===== src/rtl/uart_prog_loader.sv =====
// UART boot loader: 8N1 receiver feeding a header/word parser that issues one
// instruction-memory write per assembled little-endian 32-bit word.
module uart_prog_loader #(
    parameter int unsigned CLK_HZ = 10_000_000,
    parameter int unsigned BAUD   = 115_200,
    parameter int unsigned ADDR_W = 14
) (
    input  logic              clk_i,
    input  logic              reset_n_i,
    input  logic              rx_i,
    input  logic              start_i,
    output logic              upg_rst_o,
    output logic              upg_wen_o,
    output logic [ADDR_W-1:0] upg_adr_o,
    output logic [31:0]       upg_dat_o,
    output logic              upg_done_o,
    output logic              frame_err_o
);

    localparam int unsigned DIV   = CLK_HZ / BAUD;
    localparam int unsigned CNT_W = $clog2(DIV + 1);
    localparam logic [CNT_W-1:0] DIV_LAST  = CNT_W'(DIV - 1);
    localparam logic [CNT_W-1:0] HALF_LAST = CNT_W'(DIV / 2 - 1);
    // Word-count limit 2**ADDR_W; ADDR_W must not exceed 16 (16-bit header).
    localparam logic [ADDR_W:0] MAX_WORDS = {1'b1, {ADDR_W{1'b0}}};

    typedef enum logic [1:0] {RX_WAIT, RX_START, RX_DATA, RX_STOP} rx_state_t;
    typedef enum logic [2:0] {ST_IDLE, ST_HDR0, ST_HDR1, ST_DATA, ST_DONE} ld_state_t;

    // ------------------------------------------------------------------
    // Receiver
    // ------------------------------------------------------------------
    logic             rx_meta_q, rx_sync_q, rx_prev_q;
    rx_state_t        rx_state_q, rx_state_d;
    logic [CNT_W-1:0] rx_cnt_q, rx_cnt_d;
    logic [2:0]       rx_bit_q, rx_bit_d;
    logic [7:0]       rx_shift_q, rx_shift_d;
    logic             byte_vld;
    logic             stop_bad;

    always_ff @(posedge clk_i or negedge reset_n_i) begin
        if (!reset_n_i) begin
            rx_meta_q <= 1'b1;
            rx_sync_q <= 1'b1;
            rx_prev_q <= 1'b1;
        end else begin
            rx_meta_q <= rx_i;
            rx_sync_q <= rx_meta_q;
            rx_prev_q <= rx_sync_q;
        end
    end

    always_ff @(posedge clk_i or negedge reset_n_i) begin
        if (!reset_n_i) begin
            rx_state_q <= RX_WAIT;
            rx_cnt_q   <= '0;
            rx_bit_q   <= '0;
            rx_shift_q <= '0;
        end else begin
            rx_state_q <= rx_state_d;
            rx_cnt_q   <= rx_cnt_d;
            rx_bit_q   <= rx_bit_d;
            rx_shift_q <= rx_shift_d;
        end
    end

    always_comb begin
        rx_state_d = rx_state_q;
        rx_cnt_d   = rx_cnt_q;
        rx_bit_d   = rx_bit_q;
        rx_shift_d = rx_shift_q;
        byte_vld   = 1'b0;
        stop_bad   = 1'b0;
        case (rx_state_q)
            RX_WAIT: begin
                if (rx_prev_q && !rx_sync_q) begin
                    rx_state_d = RX_START;
                    rx_cnt_d   = '0;
                end
            end
            RX_START: begin
                // Mid-start-bit check rejects line glitches shorter than half a bit.
                if (rx_cnt_q == HALF_LAST) begin
                    rx_cnt_d   = '0;
                    rx_bit_d   = '0;
                    rx_state_d = rx_sync_q ? RX_WAIT : RX_DATA;
                end else begin
                    rx_cnt_d = rx_cnt_q + CNT_W'(1);
                end
            end
            RX_DATA: begin
                if (rx_cnt_q == DIV_LAST) begin
                    rx_cnt_d   = '0;
                    rx_shift_d = {rx_sync_q, rx_shift_q[7:1]};
                    rx_bit_d   = rx_bit_q + 3'd1;
                    if (rx_bit_q == 3'd7) begin
                        rx_state_d = RX_STOP;
                    end
                end else begin
                    rx_cnt_d = rx_cnt_q + CNT_W'(1);
                end
            end
            RX_STOP: begin
                if (rx_cnt_q == DIV_LAST) begin
                    rx_cnt_d   = '0;
                    rx_state_d = RX_WAIT;
                    byte_vld   = rx_sync_q;
                    stop_bad   = !rx_sync_q;
                end else begin
                    rx_cnt_d = rx_cnt_q + CNT_W'(1);
                end
            end
            default: rx_state_d = RX_WAIT;
        endcase
    end

    // ------------------------------------------------------------------
    // Loader
    // ------------------------------------------------------------------
    ld_state_t         state_q, state_d;
    logic [7:0]        hdr_lo_q, hdr_lo_d;
    logic [ADDR_W:0]   nwords_q, nwords_d;
    logic [ADDR_W:0]   word_cnt_q, word_cnt_d;
    logic [ADDR_W:0]   cnt_inc;
    logic [1:0]        byte_idx_q, byte_idx_d;
    logic [31:0]       word_buf_q, word_buf_d;
    logic [ADDR_W-1:0] adr_q, adr_d;
    logic [31:0]       dat_q, dat_d;
    logic              wen_q, wen_d;
    logic              done_q, done_d;
    logic              rst_q, rst_d;
    logic              ferr_q, ferr_d;
    logic [15:0]       hdr;

    always_ff @(posedge clk_i or negedge reset_n_i) begin
        if (!reset_n_i) begin
            state_q    <= ST_IDLE;
            hdr_lo_q   <= '0;
            nwords_q   <= '0;
            word_cnt_q <= '0;
            byte_idx_q <= '0;
            word_buf_q <= '0;
            adr_q      <= '0;
            dat_q      <= '0;
            wen_q      <= 1'b0;
            done_q     <= 1'b0;
            rst_q      <= 1'b1;
            ferr_q     <= 1'b0;
        end else begin
            state_q    <= state_d;
            hdr_lo_q   <= hdr_lo_d;
            nwords_q   <= nwords_d;
            word_cnt_q <= word_cnt_d;
            byte_idx_q <= byte_idx_d;
            word_buf_q <= word_buf_d;
            adr_q      <= adr_d;
            dat_q      <= dat_d;
            wen_q      <= wen_d;
            done_q     <= done_d;
            rst_q      <= rst_d;
            ferr_q     <= ferr_d;
        end
    end

    always_comb begin
        state_d    = state_q;
        hdr_lo_d   = hdr_lo_q;
        nwords_d   = nwords_q;
        word_cnt_d = word_cnt_q;
        byte_idx_d = byte_idx_q;
        word_buf_d = word_buf_q;
        adr_d      = adr_q;
        dat_d      = dat_q;
        wen_d      = 1'b0;
        done_d     = done_q;
        rst_d      = rst_q;
        ferr_d     = ferr_q;
        cnt_inc    = word_cnt_q + (ADDR_W + 1)'(1);
        hdr        = {rx_shift_q, hdr_lo_q};

        if (start_i) begin
            // Restart wins over any byte arriving in the same cycle.
            state_d    = ST_HDR0;
            word_cnt_d = '0;
            byte_idx_d = '0;
            adr_d      = '0;
            done_d     = 1'b0;
            ferr_d     = 1'b0;
            rst_d      = 1'b0;
        end else begin
            if (stop_bad && state_q != ST_IDLE) begin
                ferr_d = 1'b1;
            end
            if (wen_q) begin
                adr_d      = adr_q + ADDR_W'(1);
                word_cnt_d = cnt_inc;
                if (cnt_inc == nwords_q) begin
                    done_d  = 1'b1;
                    state_d = ST_DONE;
                end
            end
            case (state_q)
                ST_HDR0: begin
                    if (byte_vld) begin
                        hdr_lo_d = rx_shift_q;
                        state_d  = ST_HDR1;
                    end
                end
                ST_HDR1: begin
                    if (byte_vld) begin
                        byte_idx_d = '0;
                        if (hdr == 16'd0) begin
                            done_d  = 1'b1;
                            state_d = ST_DONE;
                        end else begin
                            nwords_d = (32'(hdr) > 32'(MAX_WORDS)) ? MAX_WORDS
                                                                    : (ADDR_W + 1)'(hdr);
                            state_d  = ST_DATA;
                        end
                    end
                end
                ST_DATA: begin
                    if (byte_vld) begin
                        word_buf_d[{byte_idx_q, 3'b000} +: 8] = rx_shift_q;
                        byte_idx_d = byte_idx_q + 2'd1;
                        if (byte_idx_q == 2'd3) begin
                            wen_d = 1'b1;
                            dat_d = {rx_shift_q, word_buf_q[23:0]};
                        end
                    end
                end
                default: ;
            endcase
        end
    end

    assign upg_rst_o   = rst_q;
    assign upg_wen_o   = wen_q;
    assign upg_adr_o   = adr_q;
    assign upg_dat_o   = dat_q;
    assign upg_done_o  = done_q;
    assign frame_err_o = ferr_q;

endmodule


===== config.mk =====
export PLATFORM = sky130hd
export DESIGN_NAME = uart_prog_loader
export DESIGN_NICKNAME = d
export VERILOG_FILES = /design/src/rtl/uart_prog_loader.sv
export SDC_FILE = /design/constraint.sdc
export NUM_CORES = 1
export LEC_CHECK = 0
export CAP_MARGIN = 20
export CORE_MARGIN = 2
export CORE_UTILIZATION = 38
export DETAILED_ROUTE_END_ITERATION = 10
export MAX_ROUTING_LAYER = met4
export PLACE_DENSITY_LB_ADDON = 0.1
export SYNTH_ARGS = -nofsm -noshare
export SYNTH_HDL_FRONTEND = slang
export SYNTH_SLANG_ARGS = --single-unit

===== constraint.sdc =====
create_clock -name clk_i -period 6.5 [get_ports clk_i]
set_input_delay 0.65 -clock clk_i [delete_from_list [all_inputs] [get_ports clk_i]]
set_output_delay 0.65 -clock clk_i [all_outputs]
set_load 0.03 [all_outputs]

==> results of run 1 <==
==> state kept, by name (all words and copies together), names as in the netlist, 2 cells and up, named ones only <==
name and cells:
upg_dat_o 32, word_buf_q 24, nwords_q 15, word_cnt_q 15
upg_adr_o 14, hdr_lo_q 8, rx_shift_q 8, rx_cnt_q 7
rx_bit_q 3, state_q 3, byte_idx_q 2
==> worst max-delay path, delay by kind of cell, from the launching register on <==
kind	cells	cell delay (ns)
AOI/OAI and AO/OA	1	0.08
DFF	1	0.43
and+or+nand+nor	5	2.10
==> path summary, 6_finish.rpt <==
| path | cells past startpoint | slack, ns | end |
|---|---|---|---|
| worst min-delay path | 1 | 0.24 | upg_adr_o[5] |
| worst max-delay path | 6 | 3.73 | nwords_q[7] |
| worst max register to register | 6 | 3.73 | nwords_q[7] |
| max in group asynchronous | 2 | 4.93 | nwords_q[3] |
| min in group clk_i | 0 | 0.36 | rx_sync_q |
| worst min register to register | 0 | 0.36 | rx_sync_q |
==> cells in the mapped netlist, types with 4 or more instances <==
master      n
a21oi_1    11
and3_1      5
and4_1      4
buf_1       4
buf_2      13
clkbuf_1   12
dfrtp_1   136
dfstp_2     4
ha_1       12
inv_1      40
mux2_1     29
mux2_2     21
mux2i_1     4
nand2_1    57
nand2b_1    8
nand3_1    39
nand4_1     7
nor2_1     44
nor2b_1     6
nor3_1      8
nor3b_1     7
nor4_1      7
o21ai_0    43
o21ai_1    15
or3_1       5
xnor2_1    16
xor2_1     22
==> kinds of logic (layout without fill, tap and decap cells) <==
kind of cell	Yosys count	in the layout	share of synthesized area (%)
AND/OR/NAND/NOR	217	217	17.2
multiplexers	54	54	9.18
flip-flops	140	140	53.4
buffers and inverters	71	130	4.48
XOR/XNOR	38	38	5.07
AO/OA/AOI/OAI	95	95	8.35
adder cells (fa/ha/maj)	12	12	2.29
==> layer usage <==
metal	up-vias	part of all wire, %	track usage, %
met2	68	47	25.9
li1	2257	-	-
met5	-	0	-
met1	2274	49	23.3
met3	10	3.1	4.34
met4	0	0.66	4.34
==> per-stage QoR <==
| stage | cells | hold slack, ns |
|---|---|---|
| floorplan | 627 | 0.345 |
| global route | 911 | 0.295 |
| CTS | 909 | 0.265 |
| global placement | 877 | 0.351 |
| detailed placement | 877 | 0.350 |
| finish | 911 | 0.242 |
==> cell type report <==
type / count / area share (%)
Clock inverter: 15 / 2.22
Multi-Input combinational cell: 416 / 35.1
Inverter: 40 / 1.91
Tap cell: 225 / 3.58
Sequential cell: 140 / 44.6
Clock buffer: 17 / 5.40
Timing Repair Buffer: 58 / 7.23
==> power by group <==
group,internal (uW),switching (uW),total [uW]
Combinational,51.3,72.9,124
Clock,548,417,965
Sequential,893,34.5,927
==> layout by cell type, fill, tap and decap left out, types with 4 or more instances in the layout <==
cell | Yosys | final
nand2_1 | 57 | 57
xnor2_1 | 16 | 16
a21oi_1 | 11 | 11
o21ai_1 | 15 | 15
nor2_1 | 44 | 44
mux2i_1 | 4 | 4
nand3_1 | 39 | 39
mux2_1 | 29 | 29
and4_1 | 4 | 4
inv_8 | 0 | 4
nand4_1 | 7 | 7
nor2b_1 | 6 | 6
xor2_1 | 22 | 22
or3_1 | 5 | 5
dfstp_2 | 4 | 4
nand2b_1 | 8 | 8
nor3_1 | 8 | 8
nor4_1 | 7 | 7
buf_4 | 1 | 5
clkdlybuf4s50_1 | 0 | 52
and3_1 | 5 | 5
clkbuf_16 | 0 | 17
dfrtp_1 | 136 | 136
mux2_2 | 21 | 21
ha_1 | 12 | 12
inv_1 | 40 | 40
nor3b_1 | 7 | 7
o21ai_0 | 43 | 43
==> summary.md, run 1 <==
| Metric | Value |
|---|---|
| Outcome | complete, no violations |
| Fraction of layout cells with a size suffix above 1 | a little over a tenth |
| Max-Cap Viols | 0 |
| DR vias/cell | between 5 and 6 |
| Initial antenna violation count | 0 |
| TritonCTS clock tree | built |
| Maximum clock insertion buffer count | 2 |
| Layout Nets | just under 700 |
| Yosys reg bits | 140 |
| Worst-path clk slew | ~0.070 ns |
| Port-buffer cells | 53 |
| Top_reg_cell synth | dfrtp_1 |
| Antenna Diode Count | 0 |
| Cell Chain, Critical Path | nor4bb_1 -> and4_1 -> nand4_4 -> or4_1 -> nand2_1 -> o21ai_1 |
| Worst path slowest cell | or4_1 |
| WL per Instance | between 15 and 20 um |
| DR pass1 iterations | 4 |
| CTS root buffer | clkbuf_16 |
| Initial DRC count | roughly 230 |
| Die Area | ~0.018 mm^2 |
| Worst min path class | in2async |
| Chip height | around 140 um |
| Post-place instance area | a little over 0.007 mm^2 |
| Placeable core region | 0.0171 mm^2 |
| Clock Sinks | 140 |
| Num CTS Buffers | 17 |
| Critical Path Source | rx_cnt_q[3] |
| Share of the synthesized area in the top cell type | about half |
| Total Routed Length | around 14000 um |
| Final Skew | 0.0107 ns |
| Synth area leader | dfrtp_1 |
| Period minus WS final | between 2 and 3 ns |
| Reg-to-Reg Start | rx_cnt_q[3] |
| Max incr delay on CP | roughly 0.86 ns |
| IO Count | between 50 and 60 |
| Worst endpoint required time | ~6.8 ns |
| Worst-margin pin slew | ~1.1 ns |
| Mapped Cells | ~630 |
| HPWL Detailed | approximately 9000 um |
| Fill count | roughly 1600 |
| Post-CTS sizing | 0 |
| Critical Path Source Type | register |
| Pre-CTS setup slack | 3.67 ns |
| GPL Wtd Cong | slightly below 0.8 |
| Final Hold Fails | 0 |
| Register Area | approximately 0.0035 mm^2 |
| Slew margin rel. | 28.0% |
| Cts-stage hold buffer count | 0 |
| Via count | between 4000 and 5000 |
| Leakage | around 0.0036 uW |
| Clock latency on the worst-skew pair | ~0.42 ns |
| Synth cell types | 55 |
| Pwr dens | ~260 mW/mm^2 |
| Overflow after GRT | 0 |
| Die W | roughly 140 um |
| DR DRC count | 0 |
| Finished Core Util | between 40% and 50% |
| Tcrit/Tclk final | 42.6% |
| Setup slack after layout | about 3.7 ns |
| Starting density of the core | 38.4% |
| Row Count | 48 |
| Maximum vdd drop | 0.212 mV |
| Largest net degree at the start of global routing | 76 |
| Seq/Total Area, Yosys | a little over half |
| Mapped Area | 0.00657 mm^2 |
| Mapped Nets | approximately 640 |
| Final setup fails | 0 |
| Area grow syn2layout | 19.9% |
| Syn Area/Cell | between 10 and 15 um^2 |
| Worst Path Arrival | between 3 and 4 ns |
| CTS H-tree depth | 4 |
| Post-synth EDFFs | 0 |
| Setup tns final | 0 ns |
| GRT Total Usage | ~17% |
| Final instance area | ~0.0079 mm^2 |
| Vias in the first global route | 4605 |
| Crit path kind | reg2reg |
| Setup bufs post-CTS | 0 |
| Asr flop ratio synth | 100% |
| Synth top area cells | dfrtp_1 (52%), mux2_1 (5.0%), mux2_2 (3.6%) |
| Crit path capture type | register |
| Synth warn | 0 |
| First-pass GRT wire length | roughly 24000 um |
| Fmax | 0.361 GHz |
| Area of the multi-input gates | 0.00276 mm^2 |
| CP Max Fanout | 30 |
| RSZ-0062 raised after global routing | no |
| Pwr Total | slightly above 2000 uW |
| Post-DRT Antenna Nets | 0 |
| Final Max Tran Viols | 0 |
(Power assumes the default switching activity.)
==> inputs of run 2 (changes only) <==
==> constraint.sdc (replaced) <==
create_clock -name clk_i -period 2.6 [get_ports clk_i]
set_input_delay 0.26 -clock clk_i [delete_from_list [all_inputs] [get_ports clk_i]]
set_output_delay 0.26 -clock clk_i [all_outputs]
set_load 0.03 [all_outputs]
==> run 2 against run 1 <==
  * Worst setup slack worse by 3.6 ns
  * Largest power group unchanged
  * Largest cell class unchanged
  * Combinational power grew to 2.6 times the previous value
  * Total power grew to 2.6 times the previous value
  * Die area stayed put
  * Register-to-register slack worse by 3.6 ns
  * Critical endpoint is now state_q[0]
  * Clock skew is 0.0026 ns higher
  * Sequential power grew to 2.5 times the previous value
==> summary.md, run 2 (synthesized netlist as in run 1, its figures left out) <==
| Metric | Value |
|---|---|
| Final Skew | between 0.01 and 0.015 ns |
| Total Routed Length | ~14000 um |
| Via count | between 4000 and 5000 |
| Commonest cells after routing, fill and taps aside | dfrtp_1 (135), nand2_1 (57), clkdlybuf4s50_1 (52) |
| Worst Path Arrival | 2.77 ns |
| RSZ-0062 raised after global routing | no |
| Chip height | between 100 and 150 um |
| Crit path capture type | register |
| IO Count | 54 |
| Clock latency on the worst-skew pair | approximately 0.42 ns |
| Worst min path class | in2reg |
| Port-buffer cells | between 50 and 60 |
| Worst-path clk slew | about 0.07 ns |
| Maximum vdd drop | ~0.41 mV |
| Maximum clock insertion buffer count | 2 |
| WL per Instance | 15.5 um |
| Pwr dens | roughly 640 mW/mm^2 |
| Worst endpoint required time | 2.90 ns |
| First-pass GRT wire length | ~24000 um |
| Final setup fails | 0 |
| Leakage | approximately 0.0037 uW |
| TritonCTS clock tree | built |
| Row Count | 48 |
| DR vias/cell | about 5.0 |
| Die Area | roughly 0.018 mm^2 |
| Vias in the first global route | 4735 |
| Logic pwr share | ~6.4% |
| Reg2Reg Depth | 7 |
| Overflow after GRT | 0 |
| Max-Cap Viols | 0 |
| Starting density of the core | between 30% and 40% |
| Layout Nets | 707 |
| CTS H-tree depth | 4 |
| CP Max Fanout | 7 |
| Post-DRT Antenna Nets | 0 |
| Commonest non-fill, non-tap cell in the layout | dfrtp_1 |
| GPL Wtd Cong | ~0.8 |
| Fraction of layout cells with a size suffix above 1 | a little over an eighth |
| Critical Path Source Type | register |
| DR WL met2 | about 6700 um |
| HPWL Detailed | 9580 um |
| Largest net degree at the start of global routing | 66 |
| Initial DRC count | between 150 and 200 |
| Met1 WL | a little over 7000 um |
| Tcrit/Tclk final | a little over nine tenths |
| Period minus WS final | around 2.5 ns |
| Clk network pwr share | 48.5% |
| Int Pwr | 3830 uW |
| Sequential Power Share | between 40% and 50% |
| Area grow syn2layout | 22.5% |
| Switching share of power | about a quarter |
| Top sig layer | met4 |
| Slew margin rel. | approximately three fifths |
| Hold path cells | 1 |
| Die W | about 140 um |
| CTS root buffer | clkbuf_16 |
| Outcome | complete, no violations |
| Sw power | 1310 uW |
| Fmax | 0.406 GHz |
| Final Hold Fails | 0 |
| GRT Total Usage | 17.3% |
| Pwr Total | around 5000 uW |
| Num CTS Buffers | 17 |
| Clock Sinks | 140 |
| Setup slack after layout | about 0.13 ns |
| Antenna Diode Count | 0 |
| Setup tns final | 0 ns |
| Placeable core region | 0.0171 mm^2 |
| DR DRC count | 0 |
| Final Max Tran Viols | 0 |
| Worst-margin pin slew | roughly 0.62 ns |
| Wire length on met3 | 414 um |
| Initial antenna violation count | 0 |
| DR pass1 iterations | 4 |
| Pre-CTS setup slack | about 0.09 ns |
| Number of flip-flops in the largest register | 32 |
| Crit path kind | reg2reg |
[run 2: cell count changes in the layout (fill, tap and decap cells not counted), sizes merged]
cell	change
clkinv	-3
dlygate4sd3	+1
buf	+17
inv	+2
bufinv	+1
[run 2: what timing repair did]
item                                    4_1_cts  5_1_grt
endpoints found under the hold margin        62        0
resized for setup                             0        2
setup buffers                                 0        0
endpoints found under the setup margin        0        1
hold buffers                                  1        0
[run 2: final timing paths]
kind                               start            to  slack [ns]
min in group asynchronous      reset_n_i  upg_adr_o[6]        0.40
max reg2reg                word_cnt_q[0]    state_q[0]        0.13
min reg2reg                    rx_meta_q     rx_sync_q        0.36
max in group asynchronous      reset_n_i     rx_sync_q        1.39
max                        word_cnt_q[0]    state_q[0]        0.13
min                                 rx_i     rx_meta_q        0.26
[run 2: per-stage QoR]
stage,util (%),hold WS [ns],cell area (um^2),instances
after floorplan,-,-0.0356,6570,627
after global placement,43.4,0.304,7430,896
after detailed placement,43.4,0.307,7430,896
after CTS,47.0,0.232,8040,929
after global routing,47.0,0.255,8050,929
final,47.0,0.255,8050,929
[run 2: cell type report]
class	instances	area (um^2)
repair buffers	76	732
flip-flops and latches	140	3510
multi-input cells	416	2770
clock buffers	17	425
clock inverters	15	178
inverters	40	150
fillers	1577	9070
well taps	225	282
[run 2: power by group through the flow]
stage	Clock [uW]	Sequential, uW	Combinational, uW
final	2500	2320	327
after global routing	2660	2330	376
after CTS	2560	2320	334
after detailed placement	0	2360	332
after global placement	0	2360	325
after floorplan	0	2320	225
[run 2: critical path: stages, from the launching register on]
cell	delay (ns)
dfrtp_1	0.50
ha_1	0.32
nand3_1	0.24
nor4_2	0.30
xnor2_1	0.16
o2111ai_1	0.13
a2111o_1	0.46
a31o_1	0.25
[run 2: metal layers]
layer / global-route usage, % / vias up
met5: - / -
met4: 4.80 / 0
met3: 3.93 / 4
met2: 25.9 / 74
met1: 23.6 / 2308
li1: - / 2299
==> inputs of run 3 (changes only) <==
--- a/config.mk
+++ b/config.mk
@@ -8,7 +8,9 @@
 export CAP_MARGIN = 20
 export CORE_MARGIN = 2
 export CORE_UTILIZATION = 38
+export CTS_BUF_LIST = sky130_fd_sc_hd__clkbuf_4
 export DETAILED_ROUTE_END_ITERATION = 10
+export GPL_TIMING_DRIVEN = 0
 export MAX_ROUTING_LAYER = met4
 export PLACE_DENSITY_LB_ADDON = 0.1
 export SYNTH_ARGS = -nofsm -noshare
==> constraint.sdc (replaced) <==
create_clock -name clk_i -period 2.5 [get_ports clk_i]
set_input_delay 0.25 -clock clk_i [delete_from_list [all_inputs] [get_ports clk_i]]
set_output_delay 0.25 -clock clk_i [all_outputs]
set_load 0.03 [all_outputs]
==> run 3 against run 2 <==
  * Clock-buffer cell count is 1 higher
  * First-iteration DRC count is 39% higher
  * Critical path depth unchanged
  * Sequential share of layout area grew 1.4 points
  * Sequential power grew 3%
  * Final cell count rose by 1.3%
  * Clock power shrank 38%
  * Worst setup slack lost 0.016 ns
  * Sequential cell count stayed put
  * Core utilization down 1.4 points
  * Worst hold slack lost 0.18 ns
  * Highest routed layer unchanged
==> summary.md, run 3 (synthesized netlist as in run 1, its figures left out) <==
| Metric | Value |
|---|---|
| Initial DRC count | ~270 |
| Antenna Diode Count | 0 |
| Crit path kind | reg2reg |
| Commonest cells after routing, fill and taps aside | dfrtp_1 (133), nand2_1 (56), clkdlybuf4s50_1 (52) |
| Die W | 135 um |
| Fraction of layout cells with a size suffix above 1 | around 14% |
| Worst-path clk slew | 0.14 ns |
| RSZ-0062 raised after global routing | yes |
| Vias in the first global route | between 4000 and 5000 |
| Port-buffer cells | 53 |
| Overflow after GRT | 0 |
| Critical Path Source | word_cnt_q[0] |
| Layout Nets | between 700 and 800 |
| Tcrit/Tclk final | roughly 95% |
| Worst path slowest cell | a2111o_1 |
| Worst endpoint required time | a little under 3 ns |
| Final Skew | slightly above 0.03 ns |
| Largest net degree at the start of global routing | 76 |
| Num CTS Buffers | 17 |
| CTS H-tree depth | 4 |
| Setup slack after layout | roughly 0.12 ns |
| Slew margin rel. | 36.2% |
| Max incr delay on CP | between 0.4 and 0.5 ns |
| Max-Cap Viols | 0 |
| Critical Path Source Type | register |
| Pwr Total | roughly 4300 uW |
| DR pass1 iterations | 4 |
| Final Hold Fails | 0 |
| GPL Wtd Cong | between 0.8 and 0.9 |
| Final instance area | 0.00781 mm^2 |
| Hold Slack | between 0.07 and 0.08 ns |
| Worst min path class | in2reg |
| Area grow syn2layout | 18.9% |
| Maximum vdd drop | 0.374 mV |
| TritonCTS clock tree | built |
| Total Routed Length | around 15000 um |
| Pre-CTS setup slack | -0.112 ns |
| DR vias/cell | 5.04 |
| Final Max Tran Viols | 0 |
| Reg-to-Reg Start | word_cnt_q[0] |
| Placeable core region | ~0.017 mm^2 |
| GRT Total Usage | around 18% |
| Period minus WS final | 2.38 ns |
| Initial antenna violation count | 0 |
| Outcome | complete, no violations |
| Clock latency on the worst-skew pair | roughly 0.56 ns |
| CP Max Fanout | 7 |
| DR DRC count | 0 |
| Final setup fails | 0 |
| Worst Path Arrival | between 2 and 3 ns |
| Starting density of the core | between 30% and 40% |
| Fmax | between 0.4 and 0.5 GHz |
| Row Count | 48 |
| Post-place instance area | between 0.007 and 0.008 mm^2 |
| First-pass GRT wire length | 24700 um |
| Clock Sinks | 140 |
| Maximum clock insertion buffer count | 2 |
| WL per Instance | between 15 and 20 um |
| CTS root buffer | clkbuf_4 |
| Pwr dens | ~550 mW/mm^2 |
| IO Count | 54 |
| Commonest non-fill, non-tap cell in the layout | dfrtp_1 |
| Via count | roughly 4700 |
| Chip height | between 100 and 150 um |
| Leakage | approximately 0.0036 uW |
| Number of flip-flops in the largest register | 32 |
| HPWL Detailed | 10100 um |
| Die Area | about 0.018 mm^2 |
| Post-DRT Antenna Nets | 0 |
| Crit path capture type | register |
| Cell Chain, Critical Path | ha_2 -> nand3_2 -> nor4_2 -> xnor2_1 -> o2111ai_1 -> a2111o_1 -> a21o_1 |
| Worst-margin pin slew | 0.956 ns |
| Hold Startpoint | rx_i |
[run 3: changes by cell type in the layout (fill, tap and decap cells not counted), moves of 3 or more]
cell       before  now
clkbuf_1        0   10
nor3_4          0    3
clkbuf_4        0   20
nor3_2          3    0
buf_1           0    4
clkbuf_16      17    0
buf_2           0   10
clkinv_4        1    4
buf_4          20    4
[run 3: path summary, 6_finish.rpt]
kind                            slack, ns  cells after the start      endpoint
worst min-delay path                 0.08                      1     rx_meta_q
worst max-delay path                 0.12                      7    state_q[1]
worst max register to register       0.12                      7    state_q[1]
worst min register to register       0.37                      0     rx_sync_q
min in group asynchronous            0.26                      2  upg_adr_o[6]
max in group asynchronous            1.46                      3   nwords_q[8]
[run 3: final cells by class]
class                           instances  area (um^2)
Fill cell                            1648         9310
Sequential cell                       140         3510
Multi-Input combinational cell        416         2840
Timing Repair Buffer                   57          584
Tap cell                              225          282
Clock inverter                         14          158
Buffer                                 31          154
Inverter                               40          150
Clock buffer                           18          135
[run 3: stage by stage]
stage                     setup TNS, ns  utilization, %  std cells
after global placement          -617.84            43.1        905
after floorplan                       0               -        627
final                                 0            45.6        941
after CTS                             0            45.2        939
after detailed placement         -0.905            43.3        906
after global routing            -0.0604            45.6        941
[run 3: per-layer routing]
layer  up-vias  part of all wire [%]  GRT usage (%)
met2        75                    47           27.9
met4         0                   1.9           6.19
met5         -                     0              -
li1       2316                     -              -
met1      2331                    48           22.7
met3        21                   3.1           4.26
[run 3: what timing repair did]
item	in CTS	in global routing
resized for setup	5	19
endpoints found under the hold margin	61	0
setup buffers	0	2
hold buffers	1	0
endpoints found under the setup margin	33	61
pin swaps	0	2
[run 3: where the power goes]
part,internal [uW],switching [uW],total [uW]
combinational,139,217,355
clock,626,914,1540
sequential,2320,71.4,2390
[run 3: critical path, delay by kind of cell (launching register included)]
kind                       cells  cell delay (ns)
AOI/OAI and AO/OA              3             0.88
DFF                            1             0.48
and+or+nand+nor                2             0.48
adders and majority gates      1             0.28
xor gates and xnor gates       1             0.15
